$ cat config.mk
export PLATFORM = sky130hd
export DESIGN_NAME = seven_segment_scan_ctrl
export DESIGN_NICKNAME = d
export VERILOG_FILES = /design/src/rtl/seven_segment_scan_ctrl.sv
export SDC_FILE = /design/constraint.sdc
export NUM_CORES = 1
export LEC_CHECK = 0
export BUFFER_PORTS_ARGS = -buffer_cell sky130_fd_sc_hd__buf_2
export CORE_MARGIN = 5
export CORE_UTILIZATION = 35
export CTS_CLUSTER_DIAMETER = 150
export DETAILED_ROUTE_END_ITERATION = 8
export HOLD_SLACK_MARGIN = 0.06
export PLACE_DENSITY = 0.6
export SYNTH_ARGS = -nofsm -noshare
export SYNTH_HDL_FRONTEND = slang
export SYNTH_SLANG_ARGS = --single-unit
$ cat constraint.sdc
create_clock -name clk -period 2.7 [get_ports clk]
set_clock_uncertainty 0.15 [all_clocks]
set_input_delay 0.135 -clock clk [delete_from_list [all_inputs] [get_ports clk]]
set_output_delay 0.135 -clock clk [all_outputs]
set_load 0.05 [all_outputs]
$ cat src/rtl/seven_segment_scan_ctrl.sv
// 4-digit common-anode scan controller: prescaled digit sequencer driving one
// shared BCD decoder, with a valid/ready update that commits on frame boundaries.
module seven_segment_scan_ctrl #(
  parameter int REFRESH_DIV = 50000,
  parameter bit LZ_SUPPRESS = 1'b1
) (
  input  logic        clk,
  input  logic        rst_n,
  input  logic        enable,
  input  logic        upd_valid,
  input  logic [15:0] upd_bcd,
  output logic        upd_ready,
  output logic [3:0]  digit_code,
  output logic [3:0]  anode,
  output logic        frame_sync
);

  // state | meaning
  // IDLE  | no update held; upd_ready high, next valid is captured
  // PEND  | update held in pend_val, committed to active at next frame_end
  typedef enum logic {IDLE = 1'b0, PEND = 1'b1} upd_state_t;

  localparam int PW = (REFRESH_DIV > 1) ? $clog2(REFRESH_DIV) : 1;
  localparam logic [PW-1:0] PRESC_MAX = PW'(REFRESH_DIV - 1);

  upd_state_t    state, state_nxt;
  logic [PW-1:0] presc;
  logic [1:0]    idx;
  logic [15:0]   active, pend_val;
  logic          tick, frame_end;
  logic          capture, commit;
  logic [3:0]    nib;
  logic [3:1]    zero;
  logic          lead_zero, blank;

  assign tick      = (presc == PRESC_MAX);
  assign frame_end = tick && (idx == 2'd3);

  always_ff @(posedge clk or negedge rst_n) begin
    if (!rst_n) begin
      presc <= '0;
      idx   <= 2'd0;
    end else if (tick) begin
      presc <= '0;
      idx   <= idx + 2'd1;
    end else begin
      presc <= presc + PW'(1);
    end
  end

  always_ff @(posedge clk or negedge rst_n) begin
    if (!rst_n) state <= IDLE;
    else        state <= state_nxt;
  end

  always_comb begin
    state_nxt = state;
    case (state)
      IDLE:    if (upd_valid) state_nxt = PEND;
      PEND:    if (frame_end) state_nxt = IDLE;
      default: state_nxt = IDLE;
    endcase
  end

  // A request arriving on frame_end while idle is only captured; it commits
  // one full frame later because commit requires PEND beforehand.
  always_comb begin
    upd_ready = (state == IDLE);
    capture   = upd_valid && (state == IDLE);
    commit    = frame_end && (state == PEND);
  end

  always_ff @(posedge clk or negedge rst_n) begin
    if (!rst_n) begin
      pend_val <= 16'h0000;
      active   <= 16'h0000;
    end else begin
      if (capture) pend_val <= upd_bcd;
      if (commit)  active   <= pend_val;
    end
  end

  always_comb begin
    case (idx)
      2'd1:    nib = active[7:4];
      2'd2:    nib = active[11:8];
      2'd3:    nib = active[15:12];
      default: nib = active[3:0];
    endcase
    zero[3] = (active[15:12] == 4'd0);
    zero[2] = (active[11:8]  == 4'd0);
    zero[1] = (active[7:4]   == 4'd0);
    case (idx)
      2'd3:    lead_zero = zero[3];
      2'd2:    lead_zero = zero[3] && zero[2];
      2'd1:    lead_zero = &zero;
      default: lead_zero = 1'b0;
    endcase
    blank = !enable || (nib > 4'd9) || (LZ_SUPPRESS && lead_zero);
  end

  // Outputs are refreshed every cycle so enable acts within one cycle.
  always_ff @(posedge clk or negedge rst_n) begin
    if (!rst_n) begin
      digit_code <= 4'h0;
      anode      <= 4'b1111;
      frame_sync <= 1'b0;
    end else begin
      digit_code <= nib;
      anode      <= blank ? 4'b1111 : ~(4'b0001 << idx);
      frame_sync <= frame_end;
    end
  end

endmodule

==> After elaboration in Yosys (flattened, before gate mapping) <==
Index checks and enable logic that the tools add are counted.
Widths: inputs -> output; s select.
{ "op_classes": {"addsub": 2, "order_cmp": 1, "eq_ne": 4, "shift": 1, "mux": 7, "bitwise": 2, "n_reduce_logical": 11} }
{ "ops": {"columns": ["cell", "n"], "rows": [
  ["$add 16x1->16 const B", 1],
  ["$eq 16x16->1 const B", 1],
  ["$mux 16", 1],
  ["$logic_not 4->1", 3],
  ["$pmux 4 s3", 1],
  ["$eq 2x2->1 const B", 2],
  ["$gt 4x4->1 const B", 1],
  ["$logic_and 1x1->1", 4],
  ["$mux 4", 1],
  ["$not 4->4", 1],
  ["$shl 1x2->4 const A", 1],
  ["$pmux 1 s3", 1],
  ["$reduce_and 3->1", 1],
  ["$add 2x1->2 const B", 1],
  ["$eq 2x1->1 const B", 1],
  ["$logic_or 1x1->1", 2],
  ["$mux 1", 2],
  ["$pmux 1 s2", 1],
  ["$logic_not 1->1", 1],
  ["$not 1->1", 1]
]} }
{ "totals": {"regBits": 60, "output_inout_bits": 10, "word_cells": 36} }

==> Longest topological paths before layout <==
Gate-level depths: netlist of run 1.
{ "depth": {"ltp_word": 6, "ltp_mapped": 7} }

==> Least setup slack after synthesis of run 1 <==
OpenSTA, ideal clock, no wires.
{ "synth_path": {"kind": "flip-flop to flip-flop", "start": "register presc[7]", "end": "register active[10]", "t_arrival_ps": 2040, "required_ps": 2425, "slack_ps": 385, "stages_incl_launch_ff": 7, "synth_period_minus_slack_ps": 2315, "path_cell_list": "dfrtp_1 or4b_4 nor4_4 and3_1 buf_6 buf_12 mux2_4"} }
{ "synth_between": {"elab_chain_cells": 3} }
{ "synth_rtl": {"columns": ["item", "line_no", "source"], "rows": [
  ["start, declared", "27", "logic [PW-1:0] presc;"],
  ["start signal, assigned", "47", "presc <= presc + PW'(1);"],
  ["$eq 16x16->1", "36", "assign tick = (presc == PRESC_MAX);"],
  ["$logic_and 1x1->1", "37", "assign frame_end = tick && (idx == 2'd3);"],
  ["$logic_and 1x1->1", "70", "commit = frame_end && (state == PEND);"],
  ["end signal, assigned", "79", "if (commit) active <= pend_val;"],
  ["end, declared", "29", "logic [15:0] active, pend_val;"]
]} }
No other way between the ends.
A chain may end at the register's enable or synchronous reset.

==> Final worst setup path of run 1 <==
{ "layout_path": {"start": "register presc[12]", "end": "register active[0]"} }
Same word-level chain as after synthesis.

==> results of run 1 <==
==> power by group through the flow <==
| stage | clock network [uW] | logic, uW | registers, uW |
|---|---|---|---|
| final | 803 | 85.5 | 942 |
| after global routing | 872 | 97.8 | 947 |
| after CTS | 833 | 88.8 | 943 |
| after detailed placement | 0 | 67.9 | 960 |
| after global placement | 0 | 65.5 | 960 |
| after floorplan | 0 | 25.3 | 957 |
==> state kept, by name, indices dropped and copies added (netlist names) <==
register,cells
state,1
idx,2
anode,4
presc,16
pend_val,16
active,16
frame_sync,1
digit_code,4
==> cells by family (layout without fill, tap and decap cells) <==
kind of cell / count (synthesis) / after routing / synth area share [%]
compound gates: 19 / 19 / 4.71
mux: 34 / 34 / 15.9
simple gates: 51 / 51 / 12.1
fa+ha+maj: 6 / 6 / 2.89
xor+xnor: 11 / 11 / 3.70
buf+inv: 13 / 74 / 2.79
flops: 60 / 60 / 57.9
==> metrics by stage <==
step                      std cells  setup slack [ns]
after floorplan                 194             0.385
after global placement          319             0.435
after detailed placement        319             0.411
after CTS                       354             0.379
after global routing            354             0.296
final                           354             0.375
==> layer usage <==
| metal | part of all wire, % | global-route usage [%] | wire (um) | vias up |
|---|---|---|---|---|
| li1 | - | - | - | 804 |
| met1 | 45 | 16.0 | 2160 | 816 |
| met2 | 47 | 17.4 | 2230 | 39 |
| met3 | 5.5 | 3.99 | 260 | 9 |
| met4 | 2.3 | 6.75 | 110 | 0 |
| met5 | 0 | 0 | 0 | - |
==> worst max-delay path by stage <==
stage / endpoint / slack (ns) / cells after the start
2_1_floorplan: active[10] / 0.38 / 6
3_3_place_gp: active[15] / 0.44 / 5
3_5_place_dp: active[15] / 0.41 / 5
4_1_cts: active[0] / 0.38 / 5
5_1_grt: active[5] / 0.30 / 5
6_report: active[0] / 0.38 / 5
==> critical path, stage by stage, from the launching register on <==
cell and delay [ns]:
sky130_fd_sc_hd__dfrtp_1 0.43, sky130_fd_sc_hd__or4bb_1 0.58, sky130_fd_sc_hd__nor4_4 0.29, sky130_fd_sc_hd__and3_1 0.24
sky130_fd_sc_hd__buf_12 0.18, sky130_fd_sc_hd__mux2_2 0.35
==> final cells by class <==
cell class / count / area, um2 / share of cell area, %
tap: 99 / 124 / 3.79
sequential: 60 / 1510 / 46.1
clock buffer: 9 / 124 / 3.79
inverter: 6 / 22.5 / 0.690
timing repair buffer: 52 / 390 / 12.0
multi-input combinational: 121 / 1020 / 31.3
clock inverter: 7 / 76.3 / 2.34
==> cell usage in the layout, fill, tap and decap left out, types with 5 or more instances in the layout <==
| cell type | n |
|---|---|
| sky130_fd_sc_hd__mux2_2 | 23 |
| sky130_fd_sc_hd__dlygate4sd3_1 | 19 |
| sky130_fd_sc_hd__dfrtp_1 | 56 |
| sky130_fd_sc_hd__nand4_1 | 8 |
| sky130_fd_sc_hd__buf_2 | 29 |
| sky130_fd_sc_hd__xor2_1 | 8 |
| sky130_fd_sc_hd__mux2_4 | 9 |
| sky130_fd_sc_hd__a21oi_1 | 5 |
| sky130_fd_sc_hd__ha_1 | 6 |
| sky130_fd_sc_hd__nor2b_1 | 5 |
| sky130_fd_sc_hd__inv_1 | 6 |
| sky130_fd_sc_hd__o21ai_0 | 5 |
| sky130_fd_sc_hd__nor2_1 | 10 |
| sky130_fd_sc_hd__clkbuf_8 | 9 |
| sky130_fd_sc_hd__nand2_1 | 6 |
==> out/metrics.yaml, run 1 <==
die:
  floorplan.io_pins: 30
  fp.dieArea_mm2: 0.00926
  core.rowCount: 31
  die_height_um: 96.2
  start_util_pct: 35.9
  core_mm2: 0.00725
  die_w_um: 96.2
clocking:
  worst_skew_pair_latency_ns: 0.34
  tritoncts.num_buffers: 9
  cts_tree: "yes"
  cts.root.buffer_cell: "sky130_fd_sc_hd__clkbuf_8"
  postCtsHoldBufs: 19
  clkTransAtPathRegs_ns: 0.07
  cts_post_setup_buffers_inserted: 0
  resized_after_cts: 0
  cts_max_level: 3
  cts.sinks: 60
  clock_path_buffers: 2
timing:
  fin_hold_ws_ns: 0.214
  slew_violations: 0
  setup_viol: 0
  final_period_minus_worst_setup_slack_ns: 2.32
  finalSetupTns_ns: 0
  timing.final.crit_share_pct: 86.1
  timing.max_slew.rel_slack_pct: 55.7
  grt_setup_unrepaired: "no"
  final_hold_viol_count: 0
  timing_worst_slew_pin_value_ns: 0.664
  maxClockFrequency_mhz: 430
synthesis:
  yosysMostFrequentCell: "sky130_fd_sc_hd__dfrtp_1"
  post_synthesis_register_bit_count: 60
  post_synthesis_sequential_area_ratio_pct: 57.9
  synth.top_cells.by_count: "56 x sky130_fd_sc_hd__dfrtp_1, 23 x sky130_fd_sc_hd__mux2_2, 10 x sky130_fd_sc_hd__nor2_1"
  synth_top_area_cell: "sky130_fd_sc_hd__dfrtp_1"
  dominantRegCellSynth: "sky130_fd_sc_hd__dfrtp_1"
  ys.warnings.count: 0
  syn_avg_cell_area_um2: 13.4
  synth.net_count: 220
  edff_count_synth: 0
  netlist_top_cells_area: "sky130_fd_sc_hd__dfrtp_1 54%, sky130_fd_sc_hd__mux2_2 10%, sky130_fd_sc_hd__mux2_4 5.2%, sky130_fd_sc_hd__dfstp_2 4.0%, sky130_fd_sc_hd__ha_1 2.9%"
  synthesis.instances: 194
  yosys.area.top_type_share_pct: 53.9
  synth-async-reset-ratio_pct: 100
  netlist_area_mm2: 0.00260
  post_synth_num_cell_types: 38
worst_setup_path:
  worst_setup_path_end_kind: "flip-flop"
  critical_path_type: "flip-flop to flip-flop"
  critPathRequiredTime_ns: 2.78
  worstSetupStartpoint: "presc[12]"
  ff2ff_setup_slack_ns: 0.38
  timing.critical_path.fanout_max: 17
  r2r_start: "presc[12]"
  cp-start-kind: "flip-flop"
  timing.critical_path.arrival_ns: 2.40
  worstReg2RegEnd: "active[0]"
  worst-r2r-cell-count: 5
route:
  vias_per_cell: 4.71
  1st_iter_drt_viols: 50
  vias: 1668
  routed_wirelength_mm: 4.76
  detail_route.first_pass.iterations: 4
  routedWlPerCell_um: 13.5
  detail_route.drc_violations: 0
  ant_nets: 0
global_route:
  grt_overflow: 0
  grt_pass1_wl_mm: 8.28
  first_global_vias: 1715
  grt_max_degree: 33
  gr-usage-all-layers_pct: 12.1
  antenna_violations_before_repair: 0
flow_run:
  cap_viol_max_count: 0
layout:
  post_route_cells_drive_above_1_share_pct: 34.5
  syn2layout_area_growth_pct: 25.5
  num-nets-final: 276
  final_core_util_pct: 45.0
  finalInstanceArea_mm2: 0.00327
  filler_cell_count: 669
  num_antenna_cells: 0
placed_design:
  dpl.hpwl_mm: 3.35
  postPlaceCellArea_mm2: 0.00288
  routabilityCongestion: 0.715
  port_buffer_count: 29
pwr:
  power.share.switching_pct: 23.0
  part_of_the_total_power_dissipated_in_combinational_logic_pct: 4.7
  power_leakage_uw: 0.00153
  powerDensity_mw_per_mm2: 561
  ir_drop_v: 0.000260
  power.net_switching_uw: 421
  p_seq_share_pct: 51.5
  total_power_uw: 1830
  clkPwrFrac_pct: 43.8
  internal_power_uw: 1410
run_status:
  run_status: "completed"
worst_hold_path:
  timing.hold.worst.class: "input port to asynchronous set/reset pin"
Note: power is estimated with default switching activity, not from simulation.
==> run 2: changes to the inputs <==
--- a/config.mk
+++ b/config.mk
@@ -5,6 +5,7 @@
 export SDC_FILE = /design/constraint.sdc
 export NUM_CORES = 1
 export LEC_CHECK = 0
+export ABC_AREA = 1
 export BUFFER_PORTS_ARGS = -buffer_cell sky130_fd_sc_hd__buf_2
 export CORE_MARGIN = 5
 export CORE_UTILIZATION = 35
==> run 2 against run 1 <==
  * Critical path depth rose by 3
  * Clock-buffer cell count increased by 1
  * Cell area increased by 3.9%
  * Total power fell by 0.48%
  * Non-clock buffer count unchanged
  * Critical endpoint is now active[8]
==> out/metrics.yaml, run 2 <==
run_status:
  run_status: "completed"
worst_setup_path:
  ff2ff_setup_slack_ns: 0.65  # +0.27 ns
  critPathRequiredTime_ns: 2.83  # +0.05 ns
  worstReg2RegEnd: "active[8]"
  r2r_start: "presc[0]"
  worst_setup_path_end_kind: "flip-flop"
  worst-r2r-cell-count: 8  # +3
  critical_path_type: "flip-flop to flip-flop"
  timing.critical_path.arrival_ns: 2.18  # -0.22 ns
  timing.critical_path.fanout_max: 16  # -1
  cp-start-kind: "flip-flop"
global_route:
  first_global_vias: 2097  # +22%
  grt_pass1_wl_mm: 9.87  # +19%
  groute.layer.met1.usage_pct: 17.6  # +1.6 points
  grt_max_degree: 26  # -21%
  globalRouteMet2Util_pct: 17.6  # +0.23 points
  grt-busiest-layer: "met2"
  gr-usage-all-layers_pct: 12.6  # +0.50 points
  globalRouteMet3Util_pct: 3.09  # -0.90 points
  antenna_violations_before_repair: 0  # unchanged
  grt_overflow: 0  # unchanged
flow_run:
  cap_viol_max_count: 0  # unchanged
layout:
  most-common-layout-cells: "76 x sky130_fd_sc_hd__nand2_1, 56 x sky130_fd_sc_hd__dfrtp_1, 31 x sky130_fd_sc_hd__nor2_1"
  num_antenna_cells: 0  # unchanged
  mostFrequentLayoutCell: "sky130_fd_sc_hd__nand2_1"
  syn2layout_area_growth_pct: 20.4
  largestRegisters: "active x16, pend_val x16, presc x16"
  post_route_cells_drive_above_1_share_pct: 23.1  # -11 points
  num-nets-final: 371  # +34%
  final_cells: 452  # +28%
pwr:
  powerDensity_mw_per_mm2: 537  # -4.3%
  ir_drop_v: 0.000245  # -5.7%
  power_leakage_uw: 0.00171  # +12%
die:
  start_util_pct: 36.3  # +0.43 points
  core_mm2: 0.00777  # +7.1%
  die_height_um: 99.7  # +3.7%
  fp.dieArea_mm2: 0.00995  # +7.5%
  floorplan.io_pins: 30  # unchanged
  die_w_um: 99.7  # +3.7%
  core.rowCount: 32  # +3.2%
synthesis:
  post_synthesis_sequential_area_ratio_pct: 53.4  # -4.5 points
  synth-async-reset-ratio_pct: 100  # unchanged
  synthesis.instances: 292  # +51%
  ys.warnings.count: 0  # unchanged
  dominantRegCellSynth: "sky130_fd_sc_hd__dfrtp_1"
  edff_count_synth: 0  # unchanged
  post_synthesis_register_bit_count: 60  # unchanged
  synth.net_count: 318  # +45%
  yosys.area.top_type_share_pct: 49.7  # -4.2 points
  syn_avg_cell_area_um2: 9.65  # -28%
  post_synth_num_cell_types: 30  # -21%
  synth_top_area_cell: "sky130_fd_sc_hd__dfrtp_1"
  synth.top_cells.by_count: "76 x sky130_fd_sc_hd__nand2_1, 56 x sky130_fd_sc_hd__dfrtp_1, 31 x sky130_fd_sc_hd__nor2_1"
  yosysMostFrequentCell: "sky130_fd_sc_hd__nand2_1"
  netlist_top_cells_area: "sky130_fd_sc_hd__dfrtp_1 50%, sky130_fd_sc_hd__nand2_1 10%, sky130_fd_sc_hd__mux2_2 6.4%, sky130_fd_sc_hd__nand4_1 4.4%, sky130_fd_sc_hd__nor2_1 4.1%"
  netlist_area_mm2: 0.00282  # +8.4%
clocking:
  clock_path_buffers: 2  # unchanged
  worst_skew_pair_latency_ns: 0.35  # about the same
  resized_after_cts: 0  # unchanged
  clkTransAtPathRegs_ns: 0.08  # about the same
  cts_tree: "yes"
  tritoncts.num_buffers: 9  # unchanged
  cts_max_level: 3  # unchanged
  cts.sinks: 60  # unchanged
  cts.root.buffer_cell: "sky130_fd_sc_hd__clkbuf_8"
timing:
  setup_viol: 0  # unchanged
  timing.final.crit_share_pct: 75.9  # -10 points
  final_period_minus_worst_setup_slack_ns: 2.05  # -0.274 ns
  timing.max_slew.rel_slack_pct: 41.1  # -15 points
  timing_worst_slew_pin_value_ns: 0.884  # +0.220 ns
  slew_violations: 0  # unchanged
  final_hold_viol_count: 0  # unchanged
  maxClockFrequency_mhz: 488  # +13%
  grt_setup_unrepaired: "no"
  finalSetupTns_ns: 0  # unchanged
route:
  routed_wirelength_mm: 5.44  # +14%
  detail_route.first_pass.iterations: 4  # unchanged
  routedWlPerCell_um: 12.0  # -11%
  1st_iter_drt_viols: 146  # +190%
  detail_route.drc_violations: 0  # unchanged
  vias: 2088  # +25%
  ant_nets: 0  # unchanged
  vias_per_cell: 4.62  # -2.0%
placed_design:
  placed_cells_incl_taps: 417  # +31%
  routabilityCongestion: 0.806  # +13%
  port_buffer_count: 29  # unchanged
  dpl.hpwl_mm: 3.94  # +18%
worst_hold_path:
  timing.hold.worst.class: "input port to asynchronous set/reset pin"
-- run 2: worst max-delay path by stage --
stage	end	from
floorplan	pend_val[10]	state
global placement	active[11]	presc[0]
detailed placement	active[9]	presc[0]
CTS	active[8]	presc[0]
global route	active[12]	presc[0]
finish	active[8]	presc[0]
-- run 2: layout make-up --
cell class | count | area [um2]
clock inverters | 6 | 63.8
well taps | 102 | 128
multi-input cells | 198 | 1100
flip-flops and latches | 60 | 1510
inverters | 24 | 90.1
repair buffers | 52 | 365
fillers | 758 | 4370
clock buffers | 10 | 138
-- run 2: logic make-up (layout without fill, tap and decap cells) --
logic type,after synthesis,in the layout,share of synthesized area [%]
AO/OA/AOI/OAI,11,11,2.09
XOR/XNOR,8,8,2.49
adder cells (fa/ha/maj),6,6,2.66
buffers and inverters,34,92,7.41
flip-flops,60,60,53.4
multiplexers,16,16,6.39
AND/OR/NAND/NOR,157,157,25.5
-- run 2: per-stage QoR --
stage	hold WS (ns)	utilization, %	setup WS, ns	area, um2	power (uW)
after floorplan	-0.311	-	0.973	2820	966
after global placement	0.000408	38.7	0.682	3000	1000
after detailed placement	0.0101	38.7	0.644	3000	1010
after CTS	0.161	43.7	0.629	3390	1850
after global routing	0.215	43.7	0.413	3390	1900
final	0.164	43.7	0.650	3390	1820
-- run 2: critical path: stages (launching register included) --
cell and delay [ns]:
sky130_fd_sc_hd__dfrtp_1 0.38, sky130_fd_sc_hd__ha_1 0.21, sky130_fd_sc_hd__nand2_2 0.10, sky130_fd_sc_hd__nor2_4 0.13
sky130_fd_sc_hd__nand3_2 0.06, sky130_fd_sc_hd__and2b_1 0.44, sky130_fd_sc_hd__buf_4 0.29, sky130_fd_sc_hd__nand4_1 0.12
sky130_fd_sc_hd__nand2_1 0.11
-- run 2: metal layers --
metal | up-vias | wire length, um
met4 | 0 | 139
met2 | 51 | 2300
met5 | - | 0
met1 | 969 | 2660
li1 | 1059 | -
met3 | 9 | 337
-- run 2: where the power goes --
| group | switching, uW | internal [uW] |
|---|---|---|
| Combinational | 32.4 | 44.6 |
| Sequential | 11.7 | 921 |
| Clock | 363 | 449 |
| Total | 407 | 1410 |
-- run 2: what timing repair did --
item	in CTS	in global routing
endpoints found under the setup margin	0	0
buffers inserted	0	0
hold endpoints to repair	44	0
hold buffers	19	0
